===== src/rtl/apb_slave_regfile.sv =====
// apb_slave_regfile: APB completer with six R/W registers, an ID register and a write counter.
module apb_slave_regfile #(
  parameter int          SEL_BIT     = 0,
  parameter logic [31:0] BASE_ADDR   = 32'h8000_0000,
  parameter int          WAIT_CYCLES = 0,
  parameter logic [31:0] ID_VALUE    = 32'hA9B0_0001
) (
  input  logic        Hclk,
  input  logic        Hresetn,
  input  logic [2:0]  Pselx,
  input  logic        Penable,
  input  logic        Pwrite,
  input  logic [31:0] Paddr,
  input  logic [31:0] Pwdata,
  output logic [31:0] Prdata,
  output logic        Pready,
  output logic        Pslverr
);
  typedef enum logic [1:0] {IDLE, WAIT, READY} state_t;
  state_t state, state_nx;
  logic [3:0] cnt;
  logic [31:0] addr_q, wdata_q, wcnt, a, rd;
  logic [31:0] regs [6];
  logic write_q, psel, setup, access, go_ready, wr, err;
  assign psel   = Pselx[SEL_BIT];
  assign setup  = psel & ~Penable;
  assign access = psel & Penable;
  always_comb begin
    state_nx = state == IDLE ? (setup ? (WAIT_CYCLES == 0 ? READY : WAIT) : IDLE) :
               state == WAIT ? (!access ? IDLE : cnt == 4'd1 ? READY : WAIT) : IDLE;
    go_ready = state_nx == READY;
    // With no wait states the response is built in the setup cycle, before the capture lands
    a  = state == IDLE ? Paddr : addr_q;
    wr = state == IDLE ? Pwrite : write_q;
    err = a[31:5] != BASE_ADDR[31:5] || a[1:0] != 2'b00 || (wr && a[4:3] == 2'b11);
    rd = a[4:2] == 3'd6 ? ID_VALUE : a[4:2] == 3'd7 ? wcnt : regs[a[4:2]];
  end
  always_ff @(posedge Hclk or negedge Hresetn)
    if (!Hresetn) state <= IDLE;
    else state <= state_nx;
  always_ff @(posedge Hclk or negedge Hresetn) begin
    if (!Hresetn) begin
      cnt     <= '0;
      addr_q  <= '0;
      wdata_q <= '0;
      write_q <= 1'b0;
      wcnt    <= '0;
      Prdata  <= '0;
      Pready  <= 1'b0;
      Pslverr <= 1'b0;
      for (int i = 0; i < 6; i++) regs[i] <= '0;
    end else begin
      if (state == IDLE && setup) begin
        addr_q  <= Paddr;
        wdata_q <= Pwdata;
        write_q <= Pwrite;
        cnt     <= 4'(WAIT_CYCLES);
      end else if (state == WAIT && access) cnt <= cnt - 4'd1;
      Pready  <= go_ready;
      Pslverr <= go_ready & err;
      Prdata  <= go_ready && !wr && !err ? rd : '0;
      // Pslverr still holds this transfer's error flag during READY
      if (state == READY && write_q && !Pslverr) begin
        if (addr_q[4:2] < 3'd6) regs[addr_q[4:2]] <= wdata_q;
        wcnt <= wcnt + 32'd1;
      end
    end
  end
endmodule


===== config.mk =====
export PLATFORM = sky130hd
export DESIGN_NAME = apb_slave_regfile
export DESIGN_NICKNAME = d
export VERILOG_FILES = /design/src/rtl/apb_slave_regfile.sv
export SDC_FILE = /design/constraint.sdc
export NUM_CORES = 1
export LEC_CHECK = 0
export CORE_MARGIN = 1.5
export CORE_UTILIZATION = 53
export DETAILED_ROUTE_END_ITERATION = 8
export PLACE_DENSITY = 0.78
export SKIP_LAST_GASP = 1
export SLEW_MARGIN = 20
export SYNTH_ARGS = -nofsm -noshare
export SYNTH_HDL_FRONTEND = slang
export SYNTH_SLANG_ARGS = --single-unit

===== constraint.sdc =====
create_clock -name Hclk -period 3 [get_ports Hclk]
set_input_delay 0.9 -clock Hclk [delete_from_list [all_inputs] [get_ports Hclk]]
set_output_delay 0.9 -clock Hclk [all_outputs]
set_load 0.01 [all_outputs]

==> run summary <==
share of the synthesized area in the top cell type: 57.05%
Worst Path Class, Setup: in2reg
io pins: 105
HPWL after detailed placement: 18.81 mm
Syn Nets: 1086
layout cell share with drive strength beyond 1: 36.62%
CTS Root Cell: clkbuf_16
Post-CTS Setup Repair Bufs: 0
Initial DRT Pass Iterations: 5
slowest cell on the critical path: clkdlybuf4s50_1
RSZ-0062 raised after global routing: false
ys async rst share: 100.0%
CP Data Required Time: 3.38 ns
Fmax achieved: 0.3849 GHz
row cnt: 60
Buffers on Ports: 102
GRT Total Usage: 21.59%
path depth of the worst reg2reg path: 5
HP Class: in2async
Vias/cell: 5.790
setup slack, reg-to-reg: 0.40 ns
first-pass GRT wire length: 48.76 mm
clock sinks: 329
highest net fanout along the worst path: 23
routed len/inst: 19.59 um
TritonCTS clock tree: built
CP Capture Type: flip-flop
minimum clock period: 2.598 ns
CTS Buf Count: 35
leakage: 7.774 nW
GRT overflow: 0
EDFF count, synth: 0
area of the core: 26800 um^2
crit-path cells: clkdlybuf4s50_1 > or3b_1 > and2_2 > buf_12 > mux2i_1 > a32o_1 > a2111oi_2
PwrDens: 751.7 nW/um^2
DRT met1 WL: 12.95 mm
Worst R2R Start: addr_q[29]
Die Height: 168.0 um
post-synth cell types: 59
post-synthesis sequential area ratio: 57.05%
area leader, netlist: dfrtp_1
Avg Cell Area, Syn: 14.26 um^2
hold_ws: 0.3278 ns
Finished Core Util: 64.46%
Ant. Diodes: 0
worst r2r dst: Prdata[23]
crit share post-route: 86.60%
YS warnings: 0
non-filler instance count after layout: 1496
Post-Syn Instances: 1012
Clock Path Buffers: 3
initial antenna violation count: 0
via count: 8662
Max Slew Vio Count: 0
final net count: 1204
Residual DRC: 0
top_reg_cell synth: dfrtp_1
critical path startpoint category: input port
largest net degree at the start of global routing: 74
Synth Register Bits: 329
worst vdd ir: 0.0003438 V
WP buf/inv: 2
max_cap viols: 0
vias in the first global route: 9386
Arrival @ worst endpoint: 2.98 ns
DRT antenna net count: 0
most common cell after layout, fill and taps aside: dfrtp_1
final instance area: 17280 um^2
Initial DRC Count: 449
Max stage delay on crit path: 0.53 ns
hold_buf cts: 0
met3 WL: 1.210 mm
Placed Instances: 1434
Fin. Hold Viols: 0
setup_tns: 0 ns
clk_skew: 0.01055 ns
Synth area leaders: dfrtp_1 (57%), mux2_2 (22%), mux2_1 (3.7%)
Die W: 168.0 um
Placer Congestion: 0.7668
Slew @ Worst Pin: 0.5206 ns
placed cell areas: 16050 um^2
Die Area: 28230 um^2
most frequent cells in the layout: dfrtp_1 (329), mux2_2 (281), clkdlybuf4s50_1 (101)
post_cts resized: 0
Initial Util: 53.85%
area grow syn2layout: 19.72%
Final setup viols: 0
WL met2: 14.44 mm
total wire length: 29.31 mm
status: complete, no violations
clock-pin slew on the worst setup and hold paths: 0.06 ns
Top Family by Delay on Critical Path: buffers and inverters
worst skew pair latency: 0.51 ns
htree depth: 2
Slew HR: 65.13%
Mapped Area: 14430 um^2
Highest Signal Layer: met4
## worst max-delay path by stage
stage                     startpoint          to  slack (ns)  cells after the start
after global routing      addr_q[29]  Prdata[29]        0.28                      5
after detailed placement    Paddr[3]  Prdata[29]       -0.09                      7
after floorplan             Paddr[3]  Prdata[25]        0.34                      8
after global placement      Paddr[3]  Prdata[23]       -0.06                      7
after CTS                 addr_q[29]  Prdata[29]        0.36                      5
final                       Paddr[3]  Prdata[23]        0.40                      7
## registers in the layout (all words and copies together) (netlist names), 2 cells and up
register / flops
Prdata: 32
addr_q: 32
cnt: 4
regs: 192
state: 2
wcnt: 32
wdata_q: 32
## worst register-to-register path: stages (launching register included)
cell	delay, ns
dfrtp_1	0.37
or4b_1	0.53
or4_4	0.51
a221oi_4	0.42
o211ai_4	0.26
a2111oi_2	0.38
## synthesized netlist by cell type, types with 2 or more instances
cell type / instances
dfrtp_1: 329
mux2_2: 281
a22oi_1: 48
mux2_1: 48
nand2_1: 39
clkbuf_1: 34
xnor2_1: 28
a21oi_2: 20
nor2_1: 20
nand3_1: 18
mux2i_1: 17
nor4_1: 14
nand4_1: 10
a2111oi_2: 8
a32o_1: 8
buf_1: 8
a21oi_1: 7
and3_1: 7
buf_2: 6
inv_1: 5
xor2_1: 5
and2_1: 4
buf_6: 3
ha_1: 3
and4_1: 2
buf_4: 2
buf_8: 2
clkbuf_8: 2
nand4b_1: 2
nor2_2: 2
nor3_1: 2
## power by group
group | total [mW] | internal, mW | switching, mW
logic | 2.17 | 1.35 | 0.817
registers | 6.26 | 5.57 | 0.691
clock network | 4.55 | 2.83 | 1.72
## kinds of logic after synthesis
group | after synthesis | synth area share [%]
multiplexers | 348 | 27.11
flip-flops | 329 | 57.05
AND/OR/NAND/NOR | 138 | 5.245
AO/OA/AOI/OAI | 98 | 6.130
buffers and inverters | 63 | 2.202
XOR/XNOR | 33 | 2.003
adder cells (fa/ha/maj) | 3 | 0.2601
## routing by layer
metal / global-route usage [%] / vias to the layer above
met5: 0 / -
met4: 7.168 / 0
met3: 3.479 / 52
met2: 36.38 / 165
met1: 28.67 / 4504
li1: - / 3941
## final cells by class
class	instances	area, um^2
Clock inverter	13	198.9
Multi-Input combinational cell	620	5902
Inverter	5	18.77
Clock buffer	49	1031
Timing Repair Buffer	139	1466
Sequential cell	329	8233
Tap cell	341	426.7
Fill cell	1946	9524
## stage by stage
stage	worst slack, ns	total power [mW]
after detailed placement	-0.08580	8.506
after global placement	-0.06063	8.318
after CTS	0.3565	13.11
after floorplan	0.3350	7.774
final	0.4020	12.99
after global routing	0.2792	13.61
Power figures use the tool's default switching activity.
